**config.mk**
```make
export PLATFORM = sky130hd
export DESIGN_NAME = add_share_arbiter
export DESIGN_NICKNAME = d
export VERILOG_FILES = /design/src/rtl/add_share_pkg.sv /design/src/rtl/rr_picker.sv /design/src/rtl/add_share_arbiter.sv
export SDC_FILE = /design/constraint.sdc
export NUM_CORES = 1
export LEC_CHECK = 0
export BUFFER_PORTS_ARGS = -buffer_cell sky130_fd_sc_hd__buf_2
export CAP_MARGIN = 25
export CORE_MARGIN = 2
export CORE_UTILIZATION = 45
export DETAILED_ROUTE_END_ITERATION = 7
export PLACE_DENSITY = 0.76
export SYNTH_ARGS = -nofsm -noshare
export SYNTH_HDL_FRONTEND = slang
export SYNTH_SLANG_ARGS = --single-unit
```
**constraint.sdc**
```tcl
create_clock -name clk -period 1.75 [get_ports clk]
set_clock_uncertainty 0.1 [all_clocks]
set_input_delay 0.175 -clock clk [delete_from_list [all_inputs] [get_ports clk]]
set_output_delay 0.175 -clock clk [all_outputs]
set_load 0.005 [all_outputs]
```
**src/rtl/add_share_pkg.sv**
```systemverilog
`default_nettype none
// =============================================================================
// add_share_pkg : shared state encoding and default sizes  |  rev 1.0
// =============================================================================
package add_share_pkg;

    typedef enum logic [1:0] {
        IDLE = 2'd0,
        CALC = 2'd1,
        RESP = 2'd2
    } state_t;

    localparam int N_REQ_DEF = 4;
    localparam int W_DEF     = 8;
    localparam int CNTW_DEF  = 8;

endpackage
`default_nettype wire

```
**src/rtl/rr_picker.sv**
```systemverilog
`default_nettype none
// =============================================================================
// rr_picker : combinational round-robin one-hot select from rr_ptr  |  rev 1.0
// =============================================================================
module rr_picker #(
    parameter int N_REQ = 4
) (
    input  logic [N_REQ-1:0]         req,
    input  logic [$clog2(N_REQ)-1:0] rr_ptr,
    output logic [N_REQ-1:0]         grant,
    output logic [$clog2(N_REQ)-1:0] grant_idx,
    output logic                     any_req
);

    localparam int IDW = $clog2(N_REQ);

    always_comb begin
        int                 j;
        logic [IDW-1:0]     idx;
        j         = 0;
        idx       = '0;
        grant_idx = '0;
        any_req   = 1'b0;
        grant     = '0;
        // Walk from the farthest offset down so the nearest request to rr_ptr wins.
        for (int k = N_REQ - 1; k >= 0; k--) begin
            j = int'(rr_ptr) + k;
            if (j >= N_REQ) begin
                j = j - N_REQ;
            end
            idx = IDW'(j);
            if (req[idx]) begin
                grant_idx = idx;
                any_req   = 1'b1;
            end
        end
        if (any_req) begin
            grant[grant_idx] = 1'b1;
        end
    end

endmodule
`default_nettype wire

```
**src/rtl/add_share_arbiter.sv**
```systemverilog
`default_nettype none
// =============================================================================
// add_share_arbiter : N_REQ requesters share one registered W-bit adder  |  rev 1.0
// =============================================================================
module add_share_arbiter
    import add_share_pkg::*;
#(
    parameter int N_REQ = N_REQ_DEF,
    parameter int W     = W_DEF,
    parameter int CNTW  = CNTW_DEF
) (
    input  logic                     clk,
    input  logic                     rst_n,
    input  logic                     ena,
    input  logic [N_REQ-1:0]         req_valid,
    input  logic [N_REQ*W-1:0]       req_a,
    input  logic [N_REQ*W-1:0]       req_b,
    output logic [N_REQ-1:0]         req_ready,
    output logic                     rsp_valid,
    input  logic                     rsp_ready,
    output logic [$clog2(N_REQ)-1:0] rsp_id,
    output logic [W-1:0]             rsp_sum,
    output logic                     rsp_carry,
    output logic                     busy,
    output logic [CNTW-1:0]          op_count
);

    localparam int             IDW     = $clog2(N_REQ);
    localparam logic [IDW-1:0] LAST_ID = IDW'(N_REQ - 1);

    state_t          state_q, state_d;
    logic [IDW-1:0]  rr_ptr_q, rr_ptr_d;
    logic [IDW-1:0]  id_q, id_d;
    logic [W-1:0]    a_q, a_d;
    logic [W-1:0]    b_q, b_d;
    logic [IDW-1:0]  rsp_id_q, rsp_id_d;
    logic [W-1:0]    rsp_sum_q, rsp_sum_d;
    logic            rsp_carry_q, rsp_carry_d;
    logic [CNTW-1:0] op_count_q, op_count_d;

    logic [N_REQ-1:0] pick_grant;
    logic [IDW-1:0]   pick_idx;
    logic             pick_any;

    rr_picker #(
        .N_REQ (N_REQ)
    ) u_picker (
        .req       (req_valid),
        .rr_ptr    (rr_ptr_q),
        .grant     (pick_grant),
        .grant_idx (pick_idx),
        .any_req   (pick_any)
    );

    always_comb begin
        state_d     = state_q;
        rr_ptr_d    = rr_ptr_q;
        id_d        = id_q;
        a_d         = a_q;
        b_d         = b_q;
        rsp_id_d    = rsp_id_q;
        rsp_sum_d   = rsp_sum_q;
        rsp_carry_d = rsp_carry_q;
        op_count_d  = op_count_q;
        req_ready   = '0;
        case (state_q)
            IDLE: begin
                // The picker only returns valid requesters, so a visible grant is an accept.
                if (ena && pick_any) begin
                    req_ready = pick_grant;
                    a_d       = req_a[pick_idx*W +: W];
                    b_d       = req_b[pick_idx*W +: W];
                    id_d      = pick_idx;
                    state_d   = CALC;
                end
            end
            CALC: begin
                if (ena) begin
                    {rsp_carry_d, rsp_sum_d} = {1'b0, a_q} + {1'b0, b_q};
                    rsp_id_d = id_q;
                    state_d  = RESP;
                end
            end
            RESP: begin
                if (ena && rsp_ready) begin
                    state_d  = IDLE;
                    rr_ptr_d = (id_q == LAST_ID) ? '0 : id_q + IDW'(1);
                    if (op_count_q != '1) begin
                        op_count_d = op_count_q + CNTW'(1);
                    end
                end
            end
            default: state_d = IDLE;
        endcase
    end

    always_ff @(posedge clk or negedge rst_n) begin
        if (!rst_n) begin
            state_q     <= IDLE;
            rr_ptr_q    <= '0;
            id_q        <= '0;
            a_q         <= '0;
            b_q         <= '0;
            rsp_id_q    <= '0;
            rsp_sum_q   <= '0;
            rsp_carry_q <= 1'b0;
            op_count_q  <= '0;
        end else begin
            state_q     <= state_d;
            rr_ptr_q    <= rr_ptr_d;
            id_q        <= id_d;
            a_q         <= a_d;
            b_q         <= b_d;
            rsp_id_q    <= rsp_id_d;
            rsp_sum_q   <= rsp_sum_d;
            rsp_carry_q <= rsp_carry_d;
            op_count_q  <= op_count_d;
        end
    end

    assign rsp_valid = (state_q == RESP);
    assign busy      = (state_q != IDLE);
    assign rsp_id    = rsp_id_q;
    assign rsp_sum   = rsp_sum_q;
    assign rsp_carry = rsp_carry_q;
    assign op_count  = op_count_q;

endmodule
`default_nettype wire

```
# == Yosys cells after proc, flatten, opt, wreduce, memory -nomap -nowiden ==
# Index checks and enable logic that the tools add are counted.
# word_totals
n_memories,0
latch_bits,0
mem_bits_rw,0
elab_cells,78
output_inout_bits,25
input_bits,72
register_bits,41
mem_bits_ro,0
# op_classes
shift,2
mux,30
multipliers,0
n_reduce_logical,10
eq_ne,7
bitwise,0
addsub,10
div,0
magnitude_cmp,10
# ops
op,count
32-bit by 6-bit indexed part select with 8-bit output,2
2-bit 2-to-1 mux,12
"2-bit by 3-bit < comparator with 1-bit output, second input constant",5
4-bit 2-to-1 mux,3
8-bit by 8-bit adder with 9-bit output,1
"3-bit >= comparator, second input constant",3
1-bit 2-to-1 mux,9
"8-bit by 1-bit adder with 8-bit output, second input constant",1
1-bit binary-select mux with 2-bit select,4
"8-bit != test, second input constant",1
"2-bit by 1-bit subtractor with 2-bit output, second input constant",4
"2-bit by 2-bit adder with 3-bit output, second input constant",2
2-bit case mux with 3 select lines,1
2-bit AND reduction,3
3-bit AND reduction,2
"2-bit equality test, second input constant",2
"2-bit != test, second input constant",2
"2-bit by 1-bit adder with 3-bit output, second input constant",1
"2-bit by 3-bit >= comparator with 1-bit output, second input constant",1
1-bit logical AND,3
"2-bit by 1-bit adder with 2-bit output, second input constant",1
1-bit demux with 2-bit select,1
"2-bit by 1-bit equality test with 1-bit output, second input constant",1
"2-bit by 1-bit >= comparator with 1-bit output, second input constant",1
3 further kinds,3

# == Logic depth before layout (Yosys ltp) ==
# Gate-level depths: netlist (run 1).
# logic_depth
ltp_word,16
ltp_mapped,7
depth_no_buf,7

# == Hierarchy ==
# A second synthesis (run 1) with hierarchy kept.
# hier_totals
hier_cells,213
hier_area_um2,2681.3
# by_module_without_submodules
module,area_each_um2,instances,cells_each
add_share_arbiter,2469.9,1,180
rr_picker,211.5,1,33

# == Worst setup path before layout (run 1) ==
# OpenSTA, ideal clock, no wires.
# synth_path
kind,reg2reg
startpoint,reg a_q[0]
endpoint,"reg rsp_carry_q, in the netlist rsp_carry"
slack_ps,-167
required_time_ps,1514
path_stages_with_launch,8
setup_time_ps,136
arrival_ps,1681
cell_sequence,dfrtp_1 > ha_1 > fa_1 > a21o_1 > a21oi_1 > o21ai_0 > a31oi_1 > o21ai_0
# synth_via
elab_chain_len,1
# synth_lines
item,line_no,rtl
from (decl),add_share_arbiter.sv:34,"logic [W-1:0] a_q, a_d;"
from (signal assigned),add_share_arbiter.sv:102,a_q <= '0;
from (signal assigned),add_share_arbiter.sv:112,a_q <= a_d;
8-bit by 8-bit adder with 9-bit output,add_share_arbiter.sv:79,"{rsp_carry_d, rsp_sum_d} = {1'b0, a_q} + {1'b0, b_q};"
to (signal assigned),add_share_arbiter.sv:116,rsp_carry_q <= rsp_carry_d;
to (decl),add_share_arbiter.sv:38,"logic rsp_carry_q, rsp_carry_d;"
# No other way between the ends.
# A chain may end at the register's enable or synchronous reset.

# == Worst setup path after layout (run 1) ==
# layout_path
startpoint,reg rr_ptr_q[1]
endpoint,out req_ready[2]
# layout_via
elab_chain_len,16
elab_cells_between_ends,40
cone_classes,add/sub: 7; order compare: 6; mux: 25; reduce/logical: 2
# layout_lines
item,line_no,rtl
from (decl),add_share_arbiter.sv:32,"logic [IDW-1:0] rr_ptr_q, rr_ptr_d;"
from (signal assigned),add_share_arbiter.sv:110,rr_ptr_q <= rr_ptr_d;
2-bit by 2-bit adder with 3-bit output,rr_picker.sv:27,j = int'(rr_ptr) + k;
3-bit >= comparator or 2-bit by 1-bit subtractor with 2-bit output (tied branches),"rr_picker.sv:28, rr_picker.sv:29",
2-bit 2-to-1 mux,rr_picker.sv:28,if (j >= N_REQ) begin
1-bit binary-select mux with 2-bit select,rr_picker.sv:32,if (req[idx]) begin
1-bit 2-to-1 mux (implied by the code),rr_picker.sv:32,
2-bit 2-to-1 mux (4 in series),rr_picker.sv:32,
2-bit by 3-bit < comparator with 1-bit output (implied by the code) or 2-bit by 1-bit >= comparator with 1-bit output (tied branches),rr_picker.sv:38,grant[grant_idx] = 1'b1;
1-bit logical AND (implied by the code),rr_picker.sv:38,
1-bit 2-to-1 mux (implied by the code),rr_picker.sv:38,
1-bit demux with 2-bit select,--,
4-bit 2-to-1 mux,rr_picker.sv:37,if (any_req) begin
4-bit 2-to-1 mux (*),add_share_arbiter.sv:69,if (ena && pick_any) begin
4-bit 2-to-1 mux (*),add_share_arbiter.sv:66,case (state_q)
to (decl),add_share_arbiter.sv:18,"output logic [N_REQ-1:0] req_ready,"
# Mark *: on every way between the ends. The rest lies on a longest branch, timed or not. The select of a mux whose other input is x is not followed.

==> flow_summary_export.csv, run 1 <==
group,metric,value,unit
power,pwr-share-comb,62.4,%
logic_synthesis,synth.distinct_cells,43,
route,drcViolationCount,0,
route,drt_first_pass_iters,4,
global_route,overflow,0,
setup_path,critPathCaptureType,"primary output",
layout,nNetsFinal,450,
route,first_iter_violations,135,
logic_synthesis,synth.largest_area_cell,"dfrtp_1",
global_route,track_usage,23.72,%
route,routedWlPerCell,17.35,um
timing,slew_headroom,64.86,%
timing,worstMarginPinSlew,0.5271,ns
logic_synthesis,yosys-top-cells-area,"dfrtp_1 40%, mux2i_1 13%, o2bb2ai_1 5.5%, ha_1 4.9%, a21oi_2 3.4%",
hold_path,hold_path_class,"input pin to register",
setup_path,start_kind,"register",
timing,rsz0062_at_grt,"true",
flow_run,maxCapViolCount,0,
power,irDropWorstVdd,0.7991,mV
cts,insertion_delay,0.30,ns
place,placed_area,3258,um^2
timing,hold_violations,0,
route,ant_nets,0,
power,p_int,0.004028,W
power,switching_share,39.36,%
cts,clk_pin_slew_worst_paths,0.09,ns
layout,area_growth,54.71,%
global_route,grt_max_degree,23,
cts,ctsLongestPathBuffers,2,
run_status,violations,"setup timing",
place,hpwl,4820,um
timing,fmax,0.4936,GHz
setup_path,reg2reg_from,"rr_ptr_q[1]$_DFFE_PN0P_",
hold_path,hold_start,"req_b[18]",
place,dp_worst_setup_slack,-0.1368,ns
logic_synthesis,synth_edf_count,0,
timing,drv_slew,0,
logic_synthesis,ys_warn_count,0,
cts,ctsHtreeMaxLevel,2,
cts,cts_buffers,5,
layout,final_cell_area,3928,um^2
power,power.switching,0.002614,W
logic_synthesis,synth_area_per_cell,11.04,um^2
layout,antenna_cells,0,
power,p_leak,1.871,nW
logic_synthesis,ys.flop_type,"dfrtp_1",
cts,tritoncts,"yes",
floorplanning,die-area,6258,um^2
setup_path,path_cells,"mux2_4 > o221ai_4 > buf_8 > and3_4 > buf_6",
timing,whs,0.05150,ns
floorplanning,die_width,79.11,um
logic_synthesis,synthArstFlopShare,100.0,%
timing,finalCritPeriodShare,115.8,%
floorplanning,start_util,46.39,%
floorplanning,chipHeight,79.11,um
timing,setup_viol,24,
logic_synthesis,synth.net_count,313,
setup_path,critical_path_arrival,1.75,ns
timing,worst_slack,-0.2759,ns
setup_path,required,1.47,ns
logic_synthesis,yosysSeqAreaShare,40.41,%
setup_path,crit_slowest_cell,"dfrtp_1",
setup_path,crit_fanout,7,
place,io_buffers,96,
cts,cts_root_buf,"clkbuf_8",
route,vias,2392,
setup_path,startpoint,"rr_ptr_q[1]$_DFFE_PN0P_",
global_route,grt_pass1_vias,2370,
cts,clock-sinks,41,
setup_path,worst-setup-path-type,"register to primary output",
logic_synthesis,syn_area,2539,um^2
floorplanning,io_pins,97,
setup_path,crit_path_max_incr_delay,0.44,ns
global_route,antenna_found_initial,0,
power,clock_power_share,12.3,%
place,gp_congestion,0.8271,
power,seqPwrFrac,25.2,%
logic_synthesis,yosys.cell_count.top_type,"dfrtp_1",
layout,drive_gt1_share,57.61,%
route,viasPerCell,5.436,
logic_synthesis,yosys_register_bits,41,
logic_synthesis,synth_common_cells,"41 x dfrtp_1, 34 x mux2i_1, 17 x nand2_1",
power,power_density,1691,nW/um^2
run_status,status,"complete, but fails checks",
logic_synthesis,syn_inst,230,
timing,final.min_clock_period,2.026,ns
floorplanning,coreArea,5473,um^2
floorplanning,row_count,27,
route,wirelength,7636,um
logic_synthesis,yosysTopAreaCellShare,40.41,%
global_route,grt_pass1_wl,11550,um
power groups by stage:
stage	clock network (W)	logic [W]	registers, W
after floorplan	0	0.00205	0.00161
after global placement	0	0.00287	0.00162
after detailed placement	0	0.00294	0.00166
after CTS	0.000809	0.00352	0.00164
after global routing	0.000868	0.00445	0.00172
final	0.000820	0.00415	0.00168
critical path: cells and delay by family, from the launching register on:
family,cells,cell delay (ns)
flip-flops,1,0.44
multiplexers,1,0.33
buffers and inverters,2,0.25
AO/OA/AOI/OAI,1,0.24
AND/OR/NAND/NOR,1,0.19
metrics by stage:
step	instances	setup TNS (ns)	total power, W	utilization (%)
after global routing	440	-6.253	0.007039	71.77
final	440	-4.452	0.006642	71.77
after floorplan	230	-0.2351	0.003662	-
after global placement	411	-0.8966	0.004494	59.53
after CTS	432	-3.634	0.005969	67.22
after detailed placement	411	-1.779	0.004598	59.53
path summary, 6_finish.rpt:
path | end | slack (ns) | cells past startpoint
max | req_ready[2] | -0.28 | 5
min | b_q[2]$_DFFE_PN0P_ | 0.05 | 3
max reg2reg | a_q[4]$_DFFE_PN0P_ | -0.24 | 7
min reg2reg | rsp_sum[2]$_DFFE_PN0P_ | 0.39 | 2
max in group asynchronous | b_q[1]$_DFFE_PN0P_ | 0.76 | 3
min in group asynchronous | op_count[2]$_DFFE_PN0P_ | 0.28 | 2
cell type report:
cell class / instances / area (um^2)
Inverter: 4 / 15.01
Sequential cell: 41 / 1028
Multi-Input combinational cell: 175 / 1703
Clock buffer: 6 / 82.58
Clock inverter: 2 / 37.54
Timing Repair Buffer: 140 / 970.9
Fill cell: 380 / 1545
Tap cell: 72 / 90.09
per-layer routing:
| metal | wire length (um) | global-route usage [%] | share of wire, % |
|---|---|---|---|
| met1 | 3292 | 33.04 | 43 |
| met2 | 3865 | 37.88 | 51 |
| met3 | 341 | 3.864 | 4.5 |
| met5 | 0 | 0 | 0 |
| met4 | 138 | 7.759 | 1.8 |
layout by cell type, fill, tap and decap left out, types with 2 or more instances in the layout:
| cell | n |
|---|---|
| a21o_1 | 4 |
| a21oi_1 | 9 |
| a21oi_2 | 10 |
| a21oi_4 | 2 |
| and3_1 | 2 |
| and3_4 | 3 |
| buf_12 | 6 |
| buf_16 | 2 |
| buf_2 | 94 |
| buf_4 | 28 |
| buf_6 | 8 |
| clkbuf_8 | 6 |
| dfrtp_1 | 39 |
| dfrtp_2 | 2 |
| ha_1 | 7 |
| ha_2 | 2 |
| inv_1 | 4 |
| mux2_2 | 6 |
| mux2i_1 | 20 |
| mux2i_2 | 3 |
| mux2i_4 | 11 |
| nand2_1 | 16 |
| nand2b_1 | 2 |
| nand3_1 | 3 |
| nand4b_1 | 2 |
| nor2_1 | 2 |
| nor2_2 | 2 |
| nor2b_1 | 2 |
| nor3_1 | 2 |
| nor3_2 | 2 |
| o21ai_0 | 5 |
| o21ai_1 | 5 |
| o21bai_1 | 2 |
| o2bb2ai_1 | 14 |
| o2bb2ai_2 | 2 |
| xnor2_1 | 6 |
| xnor2_2 | 2 |
| xor2_1 | 4 |
registers in the layout, summed over array words and instances (netlist names):
register,flops
a_q,8
b_q,8
op_count,8
rsp_sum,8
id_q,2
rr_ptr_q,2
rsp_id,2
state_q,2
rsp_carry,1
cells by family (layout without fill, tap and decap cells):
kind of cell | count (synthesis) | count (layout) | synth area share, %
buf+inv | 14 | 152 | 4.879
flops | 41 | 41 | 40.41
fa+ha+maj | 11 | 11 | 5.717
mux | 41 | 41 | 16.51
xor+xnor | 12 | 12 | 4.140
simple gates | 49 | 49 | 10.50
compound gates | 62 | 62 | 17.84
timing repair:
item	4_1_cts	5_1_grt
endpoints found under the hold margin	21	0
setup endpoints to repair	25	30
resized for setup	33	36
buffers inserted	9	9
pin swaps	15	24
gates cloned	3	0
hold buffers	1	0
Power figures use the tool's default switching activity.
==> inputs of run 2 (changes only) <==
- BUFFER_PORTS_ARGS: -buffer_cell sky130_fd_sc_hd__buf_2 -> -buffer_cell sky130_fd_sc_hd__buf_4
- SLEW_MARGIN: unset -> 0
==> run 2 against run 1 <==
- the flow still finishes with violations (setup timing)
- sequential cell count did not move
- clock-buffer cell count is the same
- utilization rose by 0.39 points
==> flow_summary_export.csv, run 2 (synthesized netlist as in run 1, its figures left out) <==
group,metric,value,unit
run_status,status,"complete, but fails checks",
run_status,violations,"setup timing",
route,ant_nets,0,
setup_path,reg2reg_depth,7,
timing,worstMarginPinSlew,0.5282,ns
layout,multi_input_comb_area,1609,um^2
power,irDropWorstVdd,0.7231,mV
cts,cts_buffers,5,
timing,drv_slew,0,
floorplanning,io_pins,97,
global_route,grt_pass1_vias,2276,
route,vias,2307,
setup_path,reg2reg_from,"rr_ptr_q[1]$_DFFE_PN0P_",
cts,clk_pin_slew_worst_paths,0.08,ns
layout,fill_cells,397,
setup_path,required,1.47,ns
timing,slew_headroom,64.79,%
place,placed_area,3471,um^2
layout,drive_gt1_share,53.61,%
place,hpwl,4929,um
layout,final_cell_mix,"118 x buf_4, 39 x dfrtp_1, 22 x mux2i_1",
route,routedWlPerCell,16.27,um
cts,ctsHtreeMaxLevel,2,
timing,finalCritPeriodShare,117.3,%
setup_path,path_cells,"nor2b_1 > a311oi_2 > or2_2 > nor3_1 > buf_4",
floorplanning,coreArea,5473,um^2
power,power_density,1563,nW/um^2
power,p_leak,1.872,nW
layout,layout_commonest_cell,"buf_4",
cts,ctsLongestPathBuffers,2,
layout,area_growth,55.54,%
layout,nNetsFinal,442,
global_route,antenna_found_initial,0,
layout,final_cell_area,3949,um^2
power,seqPwrFrac,26.8,%
global_route,grt_pass1_wl,10780,um
timing,hold_violations,0,
setup_path,crit_fanout,5,
cts,tritoncts,"yes",
cts,insertion_delay,0.29,ns
setup_path,crit_path_max_incr_delay,0.44,ns
place,dp_cells,409,
power,pwr-share-comb,63.6,%
route,drcViolationCount,0,
setup_path,rrSetupSlack,-0.27,ns
place,gp_congestion,0.8153,
hold_path,hold_path_class,"input pin to register",
route,first_iter_violations,109,
cts,cts_root_buf,"clkbuf_8",
floorplanning,row_count,27,
global_route,overflow,0,
hold_path,holdPathStages,4,
global_route,grt_max_degree,42,
flow_run,maxCapViolCount,0,
layout,final_cell_count_no_fill,432,
setup_path,timing.rr.end,"a_q[5]$_DFFE_PN0P_",
global_route,track_usage,22.01,%
floorplanning,chipHeight,79.11,um
route,viasPerCell,5.340,
route,wirelength,7030,um
floorplanning,die_width,79.11,um
timing,worst_slack,-0.3024,ns
setup_path,crit_slowest_cell,"dfrtp_2",
power,power.switching,0.002375,W
layout,layout.area.seq,1028,um^2
setup_path,worst-setup-path-type,"register to primary output",
setup_path,critical_path_arrival,1.78,ns
timing,final.min_clock_period,2.052,ns
cts,clock-sinks,41,
layout,antenna_cells,0,
setup_path,start_kind,"register",
layout,final_util,72.15,%
timing,setup_viol,25,
hold_path,hold_start,"rsp_ready",
power,clock_power_share,9.7,%
setup_path,critPathCaptureType,"primary output",
floorplanning,die-area,6258,um^2
place,io_buffers,96,
hold_path,hold_end,"state_q[1]$_DFFE_PN0P_",
timing,fmax,0.4872,GHz
power,p_int,0.003795,W
floorplanning,start_util,46.39,%
timing,rsz0062_at_grt,"true",
route,drt_first_pass_iters,4,
power,switching_share,38.50,%
run 2: final cells by class:
type	instances	share of cell area, %
Sequential cell	41	26.05
Multi-Input combinational cell	175	40.75
Inverter	4	0.3802
Clock inverter	2	0.2535
Tap cell	72	2.281
Clock buffer	6	1.838
Timing Repair Buffer	132	28.45
run 2: worst max-delay path by stage:
stage	from	endpoint	slack, ns	depth (start not counted)
3_3_place_gp	rr_ptr_q[1]$_DFFE_PN0P_	a_q[1]$_DFFE_PN0P_	-0.16	6
5_1_grt	rr_ptr_q[1]$_DFFE_PN0P_	req_ready[2]	-0.33	5
3_5_place_dp	rr_ptr_q[1]$_DFFE_PN0P_	a_q[1]$_DFFE_PN0P_	-0.17	6
2_1_floorplan	rr_ptr_q[1]$_DFFE_PN0P_	a_q[0]$_DFFE_PN0P_	-0.02	7
4_1_cts	rr_ptr_q[1]$_DFFE_PN0P_	req_ready[0]	-0.30	5
6_report	rr_ptr_q[0]$_DFFE_PN0P_	req_ready[3]	-0.30	5
run 2: worst max-delay path: cells and delay by family, from the launching register on:
family                 cells  cell delay [ns]
buffers and inverters      1             0.17
flip-flops                 1             0.44
AND/OR/NAND/NOR            3             0.80
AO/OA/AOI/OAI              1             0.09
run 2: metal layers:
layer  global-route usage [%]  up-vias  routed length [um]
met5                        0        -                   0
met4                    7.241        0                  87
met3                    3.068        8                 278
met2                    37.46       74                3728
met1                    28.94     1116                2936
li1                         -     1109                   -
run 2: stage by stage:
stage	setup WS [ns]	TNS, ns	total power [W]	hold slack [ns]
6_report	-0.3024	-5.187	0.006170	0.05358
5_1_grt	-0.3292	-6.453	0.006590	0.07683
4_1_cts	-0.3001	-5.340	0.005897	0.05004
3_5_place_dp	-0.1708	-2.162	0.004740	0.08987
3_3_place_gp	-0.1592	-1.040	0.004627	0.09121
2_1_floorplan	-0.02362	-0.2351	0.003662	-0.2206
run 2: what timing repair did:
action / CTS / global route
hold endpoints to repair: 41 / 0
gates cloned: 2 / 1
gates resized for setup: 30 / 22
setup endpoints to repair: 25 / 29
pin swaps: 7 / 16
buffers inserted: 9 / 4
hold buffers: 1 / 0
run 2: power by group through the flow:
| stage | Clock (W) | Combinational (W) | Sequential [W] |
|---|---|---|---|
| 3_3_place_gp | 0 | 0.00299 | 0.00163 |
| 6_report | 0.000598 | 0.00392 | 0.00165 |
| 2_1_floorplan | 0 | 0.00205 | 0.00161 |
| 3_5_place_dp | 0 | 0.00308 | 0.00166 |
| 4_1_cts | 0.000613 | 0.00365 | 0.00164 |
| 5_1_grt | 0.000653 | 0.00423 | 0.00170 |
